===== src/rtl/cro_scheduler.sv =====
// Two-requester round-robin front end for a single shared ConcatRepCondOp datapath.
// Optional grant statistics are enabled by defining CRO_SCHED_STATS_EN.

module ConcatRepCondOp (
  input  logic [3:0] in1,
  input  logic [3:0] in2,
  input  logic       sel,
  output logic [7:0] concat_res,
  output logic [7:0] rep_res,
  output logic       cond_res
);

  assign concat_res = {in1, in2};
  assign rep_res    = {2{in1}};
  assign cond_res   = sel ? in1[0] : in2[0];

endmodule

module cro_scheduler (
  input  logic        clk,
  input  logic        rst,
  input  logic        req0_valid,
  output logic        req0_ready,
  input  logic [3:0]  req0_in1,
  input  logic [3:0]  req0_in2,
  input  logic        req0_sel,
  input  logic        req1_valid,
  output logic        req1_ready,
  input  logic [3:0]  req1_in1,
  input  logic [3:0]  req1_in2,
  input  logic        req1_sel,
`ifdef CRO_SCHED_STATS_EN
  output logic [15:0] grant_cnt0,
  output logic [15:0] grant_cnt1,
`endif
  output logic        rsp_valid,
  input  logic        rsp_ready,
  output logic        rsp_id,
  output logic [7:0]  rsp_concat,
  output logic [7:0]  rsp_rep,
  output logic        rsp_cond
);

  typedef enum logic [1:0] {
    IDLE = 2'd0,
    EXEC = 2'd1,
    RESP = 2'd2
  } state_t;

  state_t      state_q, state_d;
  logic        last_grant_q, last_grant_d;

  logic [3:0]  op_in1_q, op_in1_d;
  logic [3:0]  op_in2_q, op_in2_d;
  logic        op_sel_q, op_sel_d;
  logic        op_id_q, op_id_d;

  logic        res_id_q, res_id_d;
  logic [7:0]  res_concat_q, res_concat_d;
  logic [7:0]  res_rep_q, res_rep_d;
  logic        res_cond_q, res_cond_d;

  logic        grant0_s, grant1_s;
  logic [7:0]  dp_concat_s, dp_rep_s;
  logic        dp_cond_s;

  ConcatRepCondOp u_dp (
    .in1        (op_in1_q),
    .in2        (op_in2_q),
    .sel        (op_sel_q),
    .concat_res (dp_concat_s),
    .rep_res    (dp_rep_s),
    .cond_res   (dp_cond_s)
  );

  // Arbitration: on contention the requester that did not win last time gets the grant.
  always_comb begin
    grant0_s = 1'b0;
    grant1_s = 1'b0;
    if (req0_valid && req1_valid) begin
      grant0_s = last_grant_q;
      grant1_s = ~last_grant_q;
    end else begin
      grant0_s = req0_valid;
      grant1_s = req1_valid;
    end
  end

  // State register.
  always_ff @(posedge clk) begin
    if (rst) begin
      state_q <= IDLE;
    end else begin
      state_q <= state_d;
    end
  end

  // Next-state logic.
  always_comb begin
    state_d = state_q;
    case (state_q)
      IDLE: begin
        if (req0_valid || req1_valid) begin
          state_d = EXEC;
        end else begin
          state_d = IDLE;
        end
      end
      EXEC: state_d = RESP;
      RESP: begin
        if (rsp_ready) begin
          state_d = IDLE;
        end else begin
          state_d = RESP;
        end
      end
      default: state_d = IDLE;
    endcase
  end

  // FSM outputs: handshake readies only while idle, response valid only while holding a result.
  always_comb begin
    req0_ready = 1'b0;
    req1_ready = 1'b0;
    rsp_valid  = 1'b0;
    case (state_q)
      IDLE: begin
        req0_ready = grant0_s;
        req1_ready = grant1_s;
      end
      RESP:    rsp_valid = 1'b1;
      default: rsp_valid = 1'b0;
    endcase
  end

  // Operand capture on the grant cycle and result capture out of the shared datapath.
  always_comb begin
    last_grant_d = last_grant_q;
    op_in1_d     = op_in1_q;
    op_in2_d     = op_in2_q;
    op_sel_d     = op_sel_q;
    op_id_d      = op_id_q;
    res_id_d     = res_id_q;
    res_concat_d = res_concat_q;
    res_rep_d    = res_rep_q;
    res_cond_d   = res_cond_q;
    if (req0_ready) begin
      op_in1_d     = req0_in1;
      op_in2_d     = req0_in2;
      op_sel_d     = req0_sel;
      op_id_d      = 1'b0;
      last_grant_d = 1'b0;
    end else if (req1_ready) begin
      op_in1_d     = req1_in1;
      op_in2_d     = req1_in2;
      op_sel_d     = req1_sel;
      op_id_d      = 1'b1;
      last_grant_d = 1'b1;
    end else begin
      op_id_d      = op_id_q;
    end
    if (state_q == EXEC) begin
      res_id_d     = op_id_q;
      res_concat_d = dp_concat_s;
      res_rep_d    = dp_rep_s;
      res_cond_d   = dp_cond_s;
    end else begin
      res_id_d     = res_id_q;
    end
  end

  // Datapath registers; reset discards any in-flight operand set and clears the result.
  always_ff @(posedge clk) begin
    if (rst) begin
      last_grant_q <= 1'b1;
      op_in1_q     <= 4'h0;
      op_in2_q     <= 4'h0;
      op_sel_q     <= 1'b0;
      op_id_q      <= 1'b0;
      res_id_q     <= 1'b0;
      res_concat_q <= 8'h00;
      res_rep_q    <= 8'h00;
      res_cond_q   <= 1'b0;
    end else begin
      last_grant_q <= last_grant_d;
      op_in1_q     <= op_in1_d;
      op_in2_q     <= op_in2_d;
      op_sel_q     <= op_sel_d;
      op_id_q      <= op_id_d;
      res_id_q     <= res_id_d;
      res_concat_q <= res_concat_d;
      res_rep_q    <= res_rep_d;
      res_cond_q   <= res_cond_d;
    end
  end

  assign rsp_id     = res_id_q;
  assign rsp_concat = res_concat_q;
  assign rsp_rep    = res_rep_q;
  assign rsp_cond   = res_cond_q;

`ifdef CRO_SCHED_STATS_EN
  logic [15:0] cnt0_q, cnt0_d;
  logic [15:0] cnt1_q, cnt1_d;

  // Saturating per-requester grant counters.
  always_comb begin
    cnt0_d = cnt0_q;
    cnt1_d = cnt1_q;
    if (req0_ready && (cnt0_q != 16'hFFFF)) begin
      cnt0_d = cnt0_q + 16'd1;
    end else begin
      cnt0_d = cnt0_q;
    end
    if (req1_ready && (cnt1_q != 16'hFFFF)) begin
      cnt1_d = cnt1_q + 16'd1;
    end else begin
      cnt1_d = cnt1_q;
    end
  end

  // Counter registers.
  always_ff @(posedge clk) begin
    if (rst) begin
      cnt0_q <= 16'h0000;
      cnt1_q <= 16'h0000;
    end else begin
      cnt0_q <= cnt0_d;
      cnt1_q <= cnt1_d;
    end
  end

  assign grant_cnt0 = cnt0_q;
  assign grant_cnt1 = cnt1_q;
`endif

endmodule


===== config.mk =====
export PLATFORM = sky130hd
export DESIGN_NAME = cro_scheduler
export DESIGN_NICKNAME = d
export VERILOG_FILES = /design/src/rtl/cro_scheduler.sv
export SDC_FILE = /design/constraint.sdc
export NUM_CORES = 1
export LEC_CHECK = 0
export CAP_MARGIN = 20
export CORE_MARGIN = 2
export CORE_UTILIZATION = 55
export DETAILED_ROUTE_END_ITERATION = 7
export DONT_BUFFER_PORTS = 1
export PLACE_DENSITY_LB_ADDON = 0.3
export SYNTH_ARGS = -nofsm -noshare
export SYNTH_HDL_FRONTEND = slang
export SYNTH_SLANG_ARGS = --single-unit

===== constraint.sdc =====
create_clock -name clk -period 3.3 [get_ports clk]
set_input_delay 0.33 -clock clk [delete_from_list [all_inputs] [get_ports clk]]
set_output_delay 0.33 -clock clk [all_outputs]
set_load 0.005 [all_outputs]

# [Yosys cells after proc, flatten, opt, wreduce, memory -nomap -nowiden]
# Cells that the tools add are included.
[classes] n_eq_ne=2 n_mux=17 bitwise=1 n_reduce_logical=5
[op_table] op="two-way mux 4 bit" count=4
[op_table] op="two-way mux 1 bit" count=11
[op_table] op="one-hot mux 2 bit (3 select lines)" count=1
[op_table] op="== test 2 x 1 -> 1 bit (second input constant)" count=1
[op_table] op="== test 2 bit (second input constant)" count=1
[op_table] op="logical NOT 2 bit" count=1
[op_table] op="two-way mux 2 bit" count=1
[op_table] op="nonzero test 2 bit" count=1
[op_table] op="OR reduction 2 bit" count=1
[op_table] op="logical AND 1 bit" count=1
[op_table] op="logical OR 1 bit" count=1
[op_table] op="NOT 1 bit" count=1
[word_totals] reg_bits=31 input_bits=23 elab_cells=35

# [Logic depth before layout (Yosys ltp)]
# Gate-level depths: netlist of the first run.
[depth] ltp_word=5 ltp_mapped=4

# [Cells and area by module]
# Synthesis of the first run repeated with hierarchy kept, for this count alone.
[hier_totals] cells_unflattened=173 area_unflattened_um2=1487.7
[by_module_without_submodules] module="cro_scheduler" n_inst=1 cells_per_inst=156 area_each_um2=1352.5 seq_area_each_um2=620.6
[by_module_without_submodules] module="ConcatRepCondOp" n_inst=1 cells_per_inst=17 area_each_um2=135.1 seq_area_each_um2=0.0

# [Worst setup path after synthesis of the first run]
# No wires, ideal clock.
[synth_path] path_type="register to register" from="register state_q[1]" to="register op_in1_q[0]" arrival_time_ns=1.178 required_ns=3.178 slack_ns=2.001 path_stages_with_launch=5 n_path_buf=1 period_less_slack_ns=1.299 path_cell_list="dfxtp_1 -> or2_1 -> o21ba_1 -> buf_6 -> a221o_1"
[synth_between] elab_chain_len=3 elab_cells_between_ends=5
[synth_lines] item="from (decl)" line="50" source="state_t state_q, state_d;"
[synth_lines] item="from (signal assigned)" line="94" source="state_q <= state_d;"
[synth_lines] item="logical NOT 2 bit (*)" line="126" source="case (state_q)"
[synth_lines] item="two-way mux 1 bit" line="126"
[synth_lines] item="two-way mux 4 bit / nonzero test 2 bit (equally long branches)"
[synth_lines] item="to (signal assigned)" line="186" source="op_in1_q <= op_in1_d;"
[synth_lines] item="to (decl)" line="53" source="logic [3:0] op_in1_q, op_in1_d;"
# Every way passes the cells marked *; elsewhere a longest branch is shown, timed or not.
# A chain may end at the register's enable or synchronous reset.

# [Worst setup path in the final report of the first run]
[layout_path] from="register state_q[1]" to="output port req0_ready"
[layout_between] elab_chain_len=2
[layout_lines] item="logical NOT 2 bit" line="126"
[layout_lines] item="two-way mux 1 bit" line="126"
[layout_lines] item="to (decl)" line="23" source="output logic req0_ready,"
# Every way passes these cells.

==> results of run 1 <==
==> flip-flops by register name, summed over array words and instances, names as in the netlist <==
| register | cells |
|---|---|
| rsp_id | 1 |
| op_sel_q | 1 |
| last_grant_q | 1 |
| rsp_cond | 1 |
| op_in1_q | 4 |
| op_in2_q | 4 |
| rsp_rep | 1 |
| state_q | 2 |
| rsp_concat | 7 |
| op_id_q | 1 |
==> worst reg2reg max path, stage by stage, from the launching register on <==
cell and delay, ps:
dfxtp_1 360, nor2_1 410, nand3_1 400, a221o_1 420
==> how the worst max path moves through the flow <==
stage             endpoint  slack [ps]
2_1_floorplan  op_in1_q[0]        2000
3_3_place_gp   op_in2_q[3]        1700
3_5_place_dp   op_in2_q[3]        1630
4_1_cts         req0_ready        1320
5_1_grt         req0_ready        1120
6_report        req0_ready        1300
==> where the power goes <==
| group | switching [W] | total, W | internal, W | leakage [nW] |
|---|---|---|---|---|
| Sequential | 0.0000204 | 0.000324 | 0.000303 | 0.189 |
| Combinational | 0.0000429 | 0.0000796 | 0.0000367 | 0.179 |
| Clock | 0.0000834 | 0.000129 | 0.0000452 | 0.0177 |
==> cell families after synthesis <==
family / after synthesis / share of synthesized area
flops: 23 / 0.4017
mux: 1 / 0.008734
compound gates: 24 / 0.1572
simple gates: 61 / 0.3232
buf+inv: 20 / 0.1092
==> placed cells by master (no fill, tap or decap), types with 2 or more instances in the layout <==
cell / synthesis / final
clkbuf_4: 0 / 3
nand2b_1: 3 / 3
nor2_1: 5 / 5
or3b_2: 2 / 2
nor2b_1: 10 / 10
dfxtp_1: 23 / 23
a21oi_1: 11 / 11
a221o_1: 9 / 9
nand2_1: 19 / 19
and4_1: 9 / 9
nor4b_1: 9 / 9
==> cell usage after synthesis <==
cell type / instances
dfxtp_1: 23
nand2_1: 19
a21oi_1: 11
buf_4: 10
nor2b_1: 10
a221o_1: 9
and4_1: 9
nor4b_1: 9
nor2_1: 5
buf_2: 4
clkbuf_1: 4
nand2b_1: 3
or3b_2: 2
a211o_1: 1
a211oi_1: 1
a32oi_1: 1
and2b_1: 1
buf_6: 1
inv_1: 1
mux2i_1: 1
nand3_1: 1
nor3_1: 1
o21ba_1: 1
or2_1: 1
==> metrics by stage <==
step             util  worst slack (ps)  total power [W]  area, um2
2_1_floorplan       -              2001        0.0004111       1146
3_3_place_gp   0.5395              1696        0.0004067       1059
3_5_place_dp   0.5395              1633        0.0004095       1059
4_1_cts        0.5536              1317        0.0005339       1086
5_1_grt        0.5536              1123        0.0005615       1086
6_report       0.5536              1304        0.0005321       1086
==> routing by layer <==
layer | global-route usage | routed length [um] | vias to the layer above
li1 | - | - | 432
met1 | 0.2237 | 1029 | 373
met2 | 0.2822 | 908 | 31
met3 | 0.04545 | 183 | 2
met4 | 0.07407 | 19 | 0
met5 | 0 | 0 | -
==> area by class of cell <==
type,count,area share
Sequential cell,23,0.4240
Clock inverter,1,0.004608
Clock buffer,3,0.02074
Tap cell,27,0.03111
Multi-Input combinational cell,86,0.5161
Inverter,1,0.003456
==> results.txt, run 1 <==
Critical Path Start = state_q[1]
GPL Wtd Cong = 0.7745
initial antenna violation count = 0
core area = 1962 um2
Buffers on Ports = 0
HP Start = rst
Initial Util = 0.5842
Buf+Inv Stages, Crit Path = 1
post-route ant nets = 0
total gr overflow = 0
H-tree Lvls = 1
WL final = 2.141 mm
Tcrit/Tclk final = 0.6048
Lkg Pwr = 0.3859 nW
Die W = 49.65 um
post-cts resize count = 0
Die Area = 2465 um2
drc violations = 0
status = completed
VDD IR-drop max = 0.0001946 V
critical path's slowest cell = nor2_1
Max FO, Critical Path = 11
area leader, netlist = dfxtp_1
endpoints failing hold = 0
worst hold endpoint = rsp_concat[0]
final std cells w/o fill = 141
FF/Latch Area = 460.4 um2
clk_skew = 10.83 ps
Ant. Diodes = 0
Clock Path Buffers = 2
CTS root buf = clkbuf_4
worst r2r path cells = 3
unrepaired setup endpoints after global routing = no
Clock Sinks = 23
sequential cell area fraction in the yosys report = 0.4017
share of cells above drive strength 1 = 0.05263
cell count after synthesis = 129
fillers = 214
largest net degree at the start of global routing = 34
YS warnings = 0
MaxCap Viol Count = 0
max_slew headroom = 0.5121
Final nets = 138
Via density = 5.943
worst path required time = 2970 ps
first-pass GRT wire length = 3.429 mm
multi-input logic area = 560.5 um2
row count = 16
worst reg2reg setup slack = 1590 ps
Fin Setup TNS = 0 ps
vias in the first global route = 789
Post-CTS Setup Bufs = 0
Post-Syn Nets = 152
Skew-Pair Late Insertion Delay = 310 ps
PwrDens = 489.9 nW/um2
top-area cell type share of the netlist area = 0.4017
library cells used by synthesis = 24
clock-pin slew of the registers on the worst-case setup and hold paths = 130 ps
crit path cell chain = nor2_1 -> nand3_1 -> inv_1
drt pass-1 iters = 4
Hold WC Path Type = input pin to flip-flop
Die Span Y = 49.65 um
IO Pins = 44
max incr delay on CP = 410 ps
Crit path depth = 3
Setup Crit Path Kind = flip-flop to primary output
Mean Syn Cell Area = 8.884 um2
DPL Wire Length = 1.524 mm
cell area after synthesis = 1146 um2
setup violators final = 0
top cell family by delay on the critical path = simple AND/OR/NAND/NOR gates
CTS tree = done
WL per Instance = 15.18 um
hold_ws = 72.54 ps
Arr. time, crit path = 1670 ps
WHS Path Cells = 1
Layout area overhead = -5.240%
Startpoint Class = flip-flop
cts bufs inserted = 3
Total GRT Usage = 0.1762
R2R Path End = op_in1_q[3]
Pins Over Slew Limit = 0
reg-to-reg critical path startpoint = state_q[1]
min Tclk post-route = 1996 ps
worst-margin pin slew = 729.1 ps
type of destination of the critical path = primary output
Synth Register Bits = 23
dpl cells = 137
initial drt markers = 21
Synth area leaders = dfxtp_1 40%, a221o_1 7.9%, and4_1 6.9%, nor4b_1 6.9%, buf_4 6.6%
fmax = 501.0 MHz
Hold Buf Count CTS = 0
number of vias in the routed layout = 838
(Power assumes the default switching activity.)
==> run 2, diff against run 1 <==
Settings changed: CORE_UTILIZATION 55 to 54.
Clock period 3.3 ns to 1.76 ns, I/O delays scaled along.
==> run 2 against run 1 <==
  * Combinational power is 110% higher
  * Die area is 1.7% higher
  * Final area is 3.5% higher
  * Clock power is 88% higher
  * Worst setup slack worse by 1100 ps
  * Power is 91% higher
  * Clock skew is 4.5 ps lower
  * Largest cell class unchanged
==> results.txt, run 2 (synthesis gave the netlist of run 1 again) <==
max_slew headroom = 0.6773
top sig layer = met4
post-route ant nets = 0
clock-pin slew of the registers on the worst-case setup and hold paths = 120 ps
R2R Path End = op_in1_q[2]
Skew-Pair Late Insertion Delay = 310 ps
min Tclk post-route = 1540 ps
type of destination of the critical path = primary output
drc violations = 0
PwrDens = 905.5 nW/um2
setup violators final = 0
CTS tree = done
HP Start = req1_valid
core area = 1982 um2
Metal-1 WL = 977 um
Fin Setup TNS = 0 ps
WL per Instance = 14.54 um
multi-input logic area = 565.5 um2
initial drt markers = 15
initial antenna violation count = 0
worst hold endpoint = op_id_q
fillers = 184
FF/Latch Area = 460.4 um2
number of vias in the routed layout = 867
Clock Path Buffers = 2
Startpoint Class = flip-flop
total gr overflow = 0
H-tree Lvls = 1
WHS Path Cells = 2
Layout area overhead = -1.965%
reg-to-reg critical path startpoint = state_q[1]
worst path required time = 1580 ps
WL met2 = 911 um
Total GRT Usage = 0.1874
Via density = 5.979
Initial Util = 0.5783
Place WS = 254.9 ps
endpoints failing hold = 0
Critical Path Start = last_grant_q
max FFs per register = 7
post-route worst setup slack = 220.1 ps
GPL Wtd Cong = 0.7811
DPL Wire Length = 1.564 mm
Clock Sinks = 23
Pins Over Slew Limit = 0
WL final = 2.109 mm
unrepaired setup endpoints after global routing = no
vias in the first global route = 791
largest net degree at the start of global routing = 21
row count = 16
MaxCap Viol Count = 0
cts bufs inserted = 3
fmax = 649.4 MHz
clk_skew = 6.315 ps
IO Pins = 44
share of cells above drive strength 1 = 0.08475
Tcrit/Tclk final = 0.8750
Final nets = 142
Lkg Pwr = 0.4071 nW
worst reg2reg setup slack = 350 ps
worst r2r path cells = 3
status = completed
Hold WC Path Type = input pin to flip-flop
Setup Crit Path Kind = flip-flop to primary output
worst-margin pin slew = 482.4 ps
first-pass GRT wire length = 3.601 mm
VDD IR-drop max = 0.0005112 V
hold_ws = 33.70 ps
commonest non-fill, non-tap cell in the layout = dfxtp_1
WL met3 = 156 um
Buffers on Ports = 0
Ant. Diodes = 0
commonest non-fill, non-tap cells in the layout = 23 x dfxtp_1, 19 x nand2_1, 11 x a21oi_1
Arr. time, crit path = 1360 ps
Die W = 50.07 um
CTS root buf = clkbuf_4
Die Span Y = 50.07 um
Die Area = 2507 um2
drt pass-1 iters = 4
Max FO, Critical Path = 10
[run 2: final cells by class]
| type | count | area share |
|---|---|---|
| Tap cell | 27 | 0.03007 |
| Inverter | 1 | 0.003341 |
| Sequential cell | 23 | 0.4098 |
| Multi-Input combinational cell | 86 | 0.5033 |
| Timing Repair Buffer | 4 | 0.02895 |
| Clock buffer | 3 | 0.02004 |
| Clock inverter | 1 | 0.004454 |
[run 2: through the flow]
| step | total power, W | instances | util | area, um2 |
|---|---|---|---|---|
| global placement | 0.0007734 | 140 | 0.5455 | 1081 |
| CTS | 0.001024 | 145 | 0.5644 | 1119 |
| finish | 0.001017 | 145 | 0.5669 | 1124 |
| floorplan | 0.0007709 | 129 | - | 1146 |
| global route | 0.001073 | 145 | 0.5669 | 1124 |
| detailed placement | 0.0007807 | 140 | 0.5455 | 1081 |
[run 2: power by group]
group / switching (W) / internal (W) / total, W
logic: 0.0000857 / 0.0000801 / 0.000166
registers: 0.0000413 / 0.000569 / 0.000610
clock network: 0.000157 / 0.0000850 / 0.000242
total: 0.000284 / 0.000734 / 0.00102
[run 2: worst max-delay path: stages (launching register included)]
cell and delay, ps:
dfxtp_1 400, nand2b_1 290, nand3_2 240, inv_1 120
[run 2: worst max-delay path by stage]
stage / slack (ps) / cells past startpoint / to
after global routing: 60 / 3 / req0_ready
after detailed placement: 250 / 3 / op_in1_q[2]
after CTS: 100 / 3 / req0_ready
after floorplan: 460 / 4 / op_in1_q[0]
final: 220 / 3 / req0_ready
after global placement: 340 / 3 / op_in2_q[1]
[run 2: repair_timing]
item,in CTS,in global routing
gates resized for setup,0,1
endpoints found under the hold margin,14,0
buffers inserted,0,0
hold buffers,1,0
endpoints found under the setup margin,0,1
[run 2: routing by layer]
layer | track usage | up-vias
li1 | - | 434
met5 | 0 | -
met4 | 0.1296 | 0
met2 | 0.2741 | 33
met1 | 0.2491 | 395
met3 | 0.03030 | 5
